$ cat config.mk
export PLATFORM = sky130hd
export DESIGN_NAME = cisr_row_decoder
export DESIGN_NICKNAME = d
export VERILOG_FILES = /design/src/rtl/cisr_row_decoder.sv
export SDC_FILE = /design/constraint.sdc
export NUM_CORES = 2
export LEC_CHECK = 0
export BUFFER_PORTS_ARGS = -buffer_cell sky130_fd_sc_hd__buf_2
export CORE_MARGIN = 3
export CORE_UTILIZATION = 30
export CTS_CLUSTER_DIAMETER = 150
export CTS_CLUSTER_SIZE = 8
export DETAILED_ROUTE_END_ITERATION = 10
export PLACE_DENSITY = 0.47
export SETUP_SLACK_MARGIN = 0.3
export SYNTH_ARGS = -nofsm -noshare
export SYNTH_HDL_FRONTEND = slang
export SYNTH_SLANG_ARGS = --single-unit
$ cat constraint.sdc
create_clock -name clk -period 16 [get_ports clk]
set_input_delay 3.2 -clock clk [delete_from_list [all_inputs] [get_ports clk]]
set_output_delay 3.2 -clock clk [all_outputs]
set_load 0.01 [all_outputs]
$ cat src/rtl/cisr_row_decoder.sv
// -----------------------------------------------------------------------------
// cisr_row_decoder
//
// Purpose:
//   Row-ID decoder for a CISR-encoded sparse matrix feeding CHAN_NUM parallel
//   SpMV channels. Each channel tracks the row it is currently streaming
//   (cur_row) and how many nonzeros of that row are still to come (remaining).
//   When a channel runs out of nonzeros it pops the next row length from its
//   per-channel FIFO and is handed the next unassigned row ID from a shared
//   counter. Simultaneous requests get consecutive IDs in ascending channel
//   order.
//
// Optional feature:
//   CISR_ZERO_ROW_EN - when defined, every popped zero-length row produces a
//   one-cycle zr_valid pulse carrying its row ID. When undefined, zero-length
//   rows still consume an ID but zr_valid / zr_row_id are tied to 0.
//
// Ports:
//   clk            clock
//   rst_n          synchronous active-low reset
//   spmv_init      synchronous job restart (same effect as reset)
//   num_rows       total rows of the job (DIM_W+1 bits)
//   row_len_in     per-channel FIFO head, slice c = channel c (DATA_W each)
//   row_len_valid  per-channel FIFO non-empty
//   nz_adv         per-channel: one nonzero fetched this cycle
//   pop_len        combinational per-channel FIFO read enable
//   row_id_out     registered row ID of the nonzero fetched last cycle
//   zr_valid       registered zero-length-row pulse (feature only)
//   zr_row_id      row ID paired with zr_valid
//   done           registered: all rows assigned and fully consumed
//   err            sticky: nonzero fetched by a channel with no active row
// -----------------------------------------------------------------------------
module cisr_row_decoder #(
    parameter int CHAN_NUM = 16,
    parameter int DATA_W   = 32,
    parameter int DIM_W    = 10
) (
    input  logic                       clk,
    input  logic                       rst_n,
    input  logic                       spmv_init,
    input  logic [DIM_W:0]             num_rows,
    input  logic [CHAN_NUM*DATA_W-1:0] row_len_in,
    input  logic [CHAN_NUM-1:0]        row_len_valid,
    input  logic [CHAN_NUM-1:0]        nz_adv,
    output logic [CHAN_NUM-1:0]        pop_len,
    output logic [CHAN_NUM*DIM_W-1:0]  row_id_out,
    output logic [CHAN_NUM-1:0]        zr_valid,
    output logic [CHAN_NUM*DIM_W-1:0]  zr_row_id,
    output logic                       done,
    output logic                       err
);

    // Reset and job restart are treated identically.
    logic clear;
    assign clear = !rst_n || spmv_init;

    logic [DIM_W:0]        next_row_q;
    logic [DIM_W:0]        next_row_d;
    logic [DIM_W:0]        avail;
    logic [CHAN_NUM-1:0]   active;
    logic [CHAN_NUM-1:0]   cand;
    logic                  err_q;
    logic                  err_d;
    logic                  done_q;
    logic                  done_d;

    // rank[c]: number of lower-index channels that want a row and have one
    // available. Only the first 'avail' candidates are served, so pops form
    // a prefix of the candidate list and rank[c] is also the ID offset.
    logic [DIM_W:0] rank [CHAN_NUM];
    // pcnt[c]: running popcount of pop_len below channel c.
    logic [DIM_W:0] pcnt [CHAN_NUM+1];

    // Rows still unassigned; guarded so a shrinking num_rows cannot wrap.
    assign avail = (next_row_q < num_rows) ? (num_rows - next_row_q) : '0;

    assign pcnt[0] = '0;

    genvar gi;
    generate
        for (gi = 0; gi < CHAN_NUM; gi++) begin : g_chan
            logic [DATA_W-1:0] len;
            logic [DATA_W-1:0] rem_q;
            logic [DATA_W-1:0] rem_d;
            logic [DIM_W-1:0]  cur_row_q;
            logic [DIM_W-1:0]  cur_row_d;
            logic [DIM_W-1:0]  rid_q;
            logic [DIM_W-1:0]  rid_d;
            logic [DIM_W-1:0]  assign_id;
            logic              req;

            assign len       = row_len_in[gi*DATA_W +: DATA_W];
            assign active[gi] = (rem_q != '0);
            // A channel finishing its last nonzero this cycle asks for the
            // next row already, so it can start streaming without a bubble.
            assign req       = !active[gi] || ((rem_q == DATA_W'(1)) && nz_adv[gi]);
            assign cand[gi]  = req && row_len_valid[gi];

            if (gi == 0) begin : g_rank0
                assign rank[gi] = '0;
            end else begin : g_rankn
                assign rank[gi] = rank[gi-1] + {{DIM_W{1'b0}}, cand[gi-1]};
            end

            assign pop_len[gi]  = !clear && cand[gi] && (rank[gi] < avail);
            assign pcnt[gi+1]   = pcnt[gi] + {{DIM_W{1'b0}}, pop_len[gi]};
            assign assign_id    = next_row_q[DIM_W-1:0] + rank[gi][DIM_W-1:0];

            always_comb begin
                rem_d     = rem_q;
                cur_row_d = cur_row_q;
                rid_d     = rid_q;
                // Tag the fetched nonzero with the row it belongs to before a
                // same-cycle pop replaces cur_row.
                if (nz_adv[gi] && active[gi]) begin
                    rid_d = cur_row_q;
                    rem_d = rem_q - DATA_W'(1);
                end
                if (pop_len[gi]) begin
                    cur_row_d = assign_id;
                    rem_d     = len;
                end
            end

            always_ff @(posedge clk) begin
                if (clear) begin
                    rem_q     <= '0;
                    cur_row_q <= '0;
                    rid_q     <= '0;
                end else begin
                    rem_q     <= rem_d;
                    cur_row_q <= cur_row_d;
                    rid_q     <= rid_d;
                end
            end

            assign row_id_out[gi*DIM_W +: DIM_W] = rid_q;

`ifdef CISR_ZERO_ROW_EN
            logic             zr_valid_q;
            logic [DIM_W-1:0] zr_id_q;

            always_ff @(posedge clk) begin
                if (clear) begin
                    zr_valid_q <= 1'b0;
                    zr_id_q    <= '0;
                end else begin
                    zr_valid_q <= pop_len[gi] && (len == '0);
                    zr_id_q    <= (pop_len[gi] && (len == '0)) ? assign_id : '0;
                end
            end

            assign zr_valid[gi]                 = zr_valid_q;
            assign zr_row_id[gi*DIM_W +: DIM_W] = zr_id_q;
`else
            assign zr_valid[gi]                 = 1'b0;
            assign zr_row_id[gi*DIM_W +: DIM_W] = '0;
`endif
        end
    endgenerate

    assign next_row_d = next_row_q + pcnt[CHAN_NUM];
    // A nonzero reported by a channel with no open row is a protocol error.
    assign err_d      = err_q || |(nz_adv & ~active);
    assign done_d     = (next_row_q == num_rows) && (active == '0);

    always_ff @(posedge clk) begin
        if (clear) begin
            next_row_q <= '0;
            err_q      <= 1'b0;
            done_q     <= 1'b0;
        end else begin
            next_row_q <= next_row_d;
            err_q      <= err_d;
            done_q     <= done_d;
        end
    end

    assign err  = err_q;
    assign done = done_q;

endmodule
==> flow_results.org <==
** Worst hold path
- Class of the most critical hold timing path :: reg2reg

** Detailed routing
- After the first detailed-routing iteration, the DRC count stood at 2587.
- In the final routing, the length of wire on met1 measures 78800 µm.
- Routed wire length per instance :: 20.5 µm
- For this run, design rule violations remaining after detail routing come to 0.
- After detailed routing, the met2 layer carries 84900 µm of wire.
- The final layout contains routed wiring with a total length of 180000 µm.
- Detailed-routing iteration count for the pre-antenna-repair pass :: 5
- Detail Route met3 WL :: 10600 µm
- Dividing the detail-routed via count by the number of cells gives 4.97.
- The highest layer touched by signal routing is met5.
- The detailed router placed 43700 vias in this run.
- Once detail routing completed, the nets flagged for antenna violations numbered 0.

** Timing
- For this run, the top clock speed supported by timing is 0.0654 GHz.
- For the final routed database, the setup TNS stands at 0 ns.
- Setup violations remaining at the end of the flow were counted as 0.
- Slew at the pin closest to its max-slew limit :: 1.20 ns
- Setup repair after global routing left no endpoint under its margin.
- In this run the tightest slew margin relative to its limit is 19.8%.
- Period utilization :: 95.6%
- Max-slew violation total from the final report :: 0
- Post-Route Skew :: 0.0439 ns
- Final Hold Fails :: 0
- The worst path in the final design needs a cycle of 15.30 ns, including I/O delays and setup.

** Worst setup path
- Worst stage delay on the critical path :: 0.52 ns
- The critical path is of the in2out type.
- At the worst endpoint, the required time is 12.80 ns.
- Cell with the most instances on the worst path :: sky130_fd_sc_hd__ha_1
- The slowest stage of the critical path belongs to the cell sky130_fd_sc_hd__fa_1.
- Critical path capture point type :: output port
- Along the worst path, the maximum fanout reaches 7.
- Launching element type of the critical path :: input port
- Data arrival at the endpoint of the critical path :: 12.10 ns

** Power
- Dividing total power by cell area gives a power density of 234 nW/µm².
- In this run switching power makes up 48.0% of total power.
- Sequential cells account for 21.5% of the total power.
- The worst-case IR drop observed on VDD is 0.298 mV.
- Cell leakage power :: 24.4 nW
- Share of power burned in combinational logic :: 61.8%
- For this design the total switching power over the nets is 0.00644 W.
- The internal portion of the total power is 0.00699 W.
- The design draws 0.0134 W.
- The clock network burns 16.7% of the power.

** Clock network
- TritonCTS buffer count :: 116
- Clock slew at reported path FFs :: 0.05 ns
- Buffer levels on the longest clock path :: 3
- The clock tree synthesis step divided the H-tree into 3 levels.
- Clock insertion delay at the later pin of the skew report :: 0.76 ns
- CTS saw 845 sinks.
- CTS placed an instance of sky130_fd_sc_hd__clkbuf_16 at the clock tree root.
- TritonCTS built the clock tree.

** Outcome
- Result of the run :: finished, final reports clean

** Placement
- Once detailed placement completed, the half-perimeter wirelength came to 135000 µm.
- Placed instance count :: 8648
- The count of buffers added on input and output ports is 735.
- Routability-driven placement finished with a final weighted congestion of 0.888.

** Layout
- Fill cells in the final layout number 17200.
- For this run, the number of standard cells in the final layout without fillers is 8789.
- Relative area change from synthesis to final layout :: 17.5%
- For this run, the post-layout net count is 7473.
- For this run, the share of the core covered by cells in the final layout is 35.6%.
- In the final layout, the share of cells above drive strength 1 is 15.8%.

** Synthesis
- Mean post-synth cell area :: 8.21 µm²
- Ranked by total cell area, the synthesized netlist is headed by sky130_fd_sc_hd__dfxtp_1, sky130_fd_sc_hd__ha_1, sky130_fd_sc_hd__xnor2_1, sky130_fd_sc_hd__nand2_1, sky130_fd_sc_hd__a21oi_1.
- Summing the sequential cell areas from Yosys gives 34.6% of the chip area.
- The Yosys step of the flow raised 0 warnings.
- Counting flops with a built-in enable in the synthesized netlist gives 0.
- The synthesized design spends more area on one cell type than any other, namely sky130_fd_sc_hd__dfxtp_1.
- The most used flip-flop cell after synthesis is sky130_fd_sc_hd__dfxtp_1.
- Synth top area share :: 34.6%
- Synth async-reset ratio :: 0%
- Cells after synthesis :: 5948
- After synthesis the netlist holds a flip-flop and latch count of 845.
- Yosys instantiated no cell more often than sky130_fd_sc_hd__dfxtp_1.
- After synthesis, the most frequently instantiated cells are sky130_fd_sc_hd__dfxtp_1, sky130_fd_sc_hd__nand2_1, sky130_fd_sc_hd__nor2_1.
- Synthesized cell area :: 48800 µm²
- Synthesis instantiated 98 different standard cells from the library.

** Global routing
- Wire length of the first global-routing pass :: 267000 µm
- Entering global routing, the biggest net connects 194 pins.
- Antenna violations before repair :: 26
- Number of global-route vias before repair :: 42700
- Overall routing resource usage :: 20.6%
- The total overflow left after global routing is 0.

** Flow run
- Number of max-capacitance violations reported :: 0

** Die
- The core region is 161000 µm².
- Number of placement rows :: 147
- Measured along the x axis, the die boundary spans 410 µm.
- I/O Pins :: 912
- The die is 410 µm tall.
- For this configuration, the core starts out at a cell density of 30.3%.
- The floorplan step defined a die boundary enclosing 168000 µm².
[logic make-up after synthesis]
kind of cell | after synthesis | synth area share [%]
and+or+nand+nor | 2242 | 21.5
AOI/OAI and AO/OA | 1189 | 15.2
DFF | 845 | 34.6
buffers and inverters | 631 | 6.23
muxes | 114 | 2.34
xor gates and xnor gates | 620 | 11.7
other | 1 | 0.00768
adders and majority gates | 306 | 8.28
[power groups by stage]
stage / Clock [W] / Combinational, W / Sequential (W)
after floorplan: 0 / 0.00579 / 0.00285
after global placement: 0 / 0.00831 / 0.00292
after detailed placement: 0 / 0.00833 / 0.00292
after CTS: 0.00232 / 0.00840 / 0.00288
after global routing: 0.00239 / 0.00926 / 0.00295
final: 0.00224 / 0.00830 / 0.00289
[cell type report]
type / count / area [µm²] / area share [%]
clock inverters: 8 / 123 / 0.214
multi-input cells: 4688 / 29900 / 52.0
inverters: 148 / 556 / 0.968
well taps: 2160 / 2700 / 4.71
flip-flops and latches: 845 / 16900 / 29.5
clock buffers: 117 / 2920 / 5.08
repair buffers: 810 / 4280 / 7.45
diodes: 13 / 32.5 / 0.0567
[sequential cells by signal, summed over array words and instances (netlist names)]
signal,flops
done,1
err,1
g_chan.cur_row_q,160
g_chan.rem_q,512
g_chan.rid_q,160
next_row_q,11
[critical path: cells and delay by family]
| family | cells | cell delay (ns) |
|---|---|---|
| adder cells (fa/ha/maj) | 14 | 5.58 |
| AO/OA/AOI/OAI | 5 | 1.24 |
| buffers and inverters | 5 | 0.87 |
| AND/OR/NAND/NOR | 7 | 0.76 |
| multiplexers | 1 | 0.25 |
| XOR/XNOR | 1 | 0.14 |
[repair_timing]
item,CTS,global route
setup endpoints to repair,0,2
setup buffers,0,3
resized for setup,0,2
hold buffers,0,0
hold endpoints to repair,0,0
[cells in the final DEF, fill, tap and decap left out, types with 40 or more instances in the layout]
master,n
sky130_fd_sc_hd__dfxtp_1,842
sky130_fd_sc_hd__nand2_1,752
sky130_fd_sc_hd__buf_2,735
sky130_fd_sc_hd__nor2_1,559
sky130_fd_sc_hd__a21oi_1,450
sky130_fd_sc_hd__xnor2_1,384
sky130_fd_sc_hd__ha_1,277
sky130_fd_sc_hd__conb_1,217
sky130_fd_sc_hd__xor2_1,212
sky130_fd_sc_hd__nand3_1,210
sky130_fd_sc_hd__nor3_1,197
sky130_fd_sc_hd__o21ai_0,191
sky130_fd_sc_hd__inv_1,138
sky130_fd_sc_hd__a211oi_1,129
sky130_fd_sc_hd__o31ai_1,120
sky130_fd_sc_hd__nor4_1,118
sky130_fd_sc_hd__clkbuf_16,116
sky130_fd_sc_hd__mux2i_1,112
sky130_fd_sc_hd__a21o_1,82
sky130_fd_sc_hd__nand4_1,81
sky130_fd_sc_hd__buf_4,72
sky130_fd_sc_hd__or4_1,60
sky130_fd_sc_hd__or3_1,54
sky130_fd_sc_hd__nand2b_1,40
[path summary, 6_finish.rpt]
kind / startpoint / end / slack, ns / cells past startpoint
max: nz_adv[1] / pop_len[15] / 0.70 / 33
min: g_chan[12].cur_row_q[9]$_SDFFE_PP0P_ / g_chan[12].cur_row_q[9]$_SDFFE_PP0P_ / 0.45 / 2
max reg2reg: g_chan[2].rem_q[2]$_SDFFE_PP0P_ / next_row_q[8]$_SDFF_PP0_ / 1.88 / 48
min reg2reg: g_chan[12].cur_row_q[9]$_SDFFE_PP0P_ / g_chan[12].cur_row_q[9]$_SDFFE_PP0P_ / 0.45 / 2
[routing by layer]
layer | GRT usage (%) | vias up
met4 | 6.89 | 16
met1 | 26.0 | 20800
met2 | 34.5 | 978
met5 | 0 | -
met3 | 4.67 | 253
li1 | - | 21700
[stage by stage]
stage          cell area [µm²]  worst slack [ns]  hold WS (ns)
6_report                 57400             0.698         0.448
5_1_grt                  57400             0.344         0.467
4_1_cts                  57300             0.658         0.450
3_5_place_dp             54300             0.222         0.443
3_3_place_gp             54300             0.376         0.441
2_1_floorplan            49700              1.22         0.428
(Power assumes the default switching activity.)
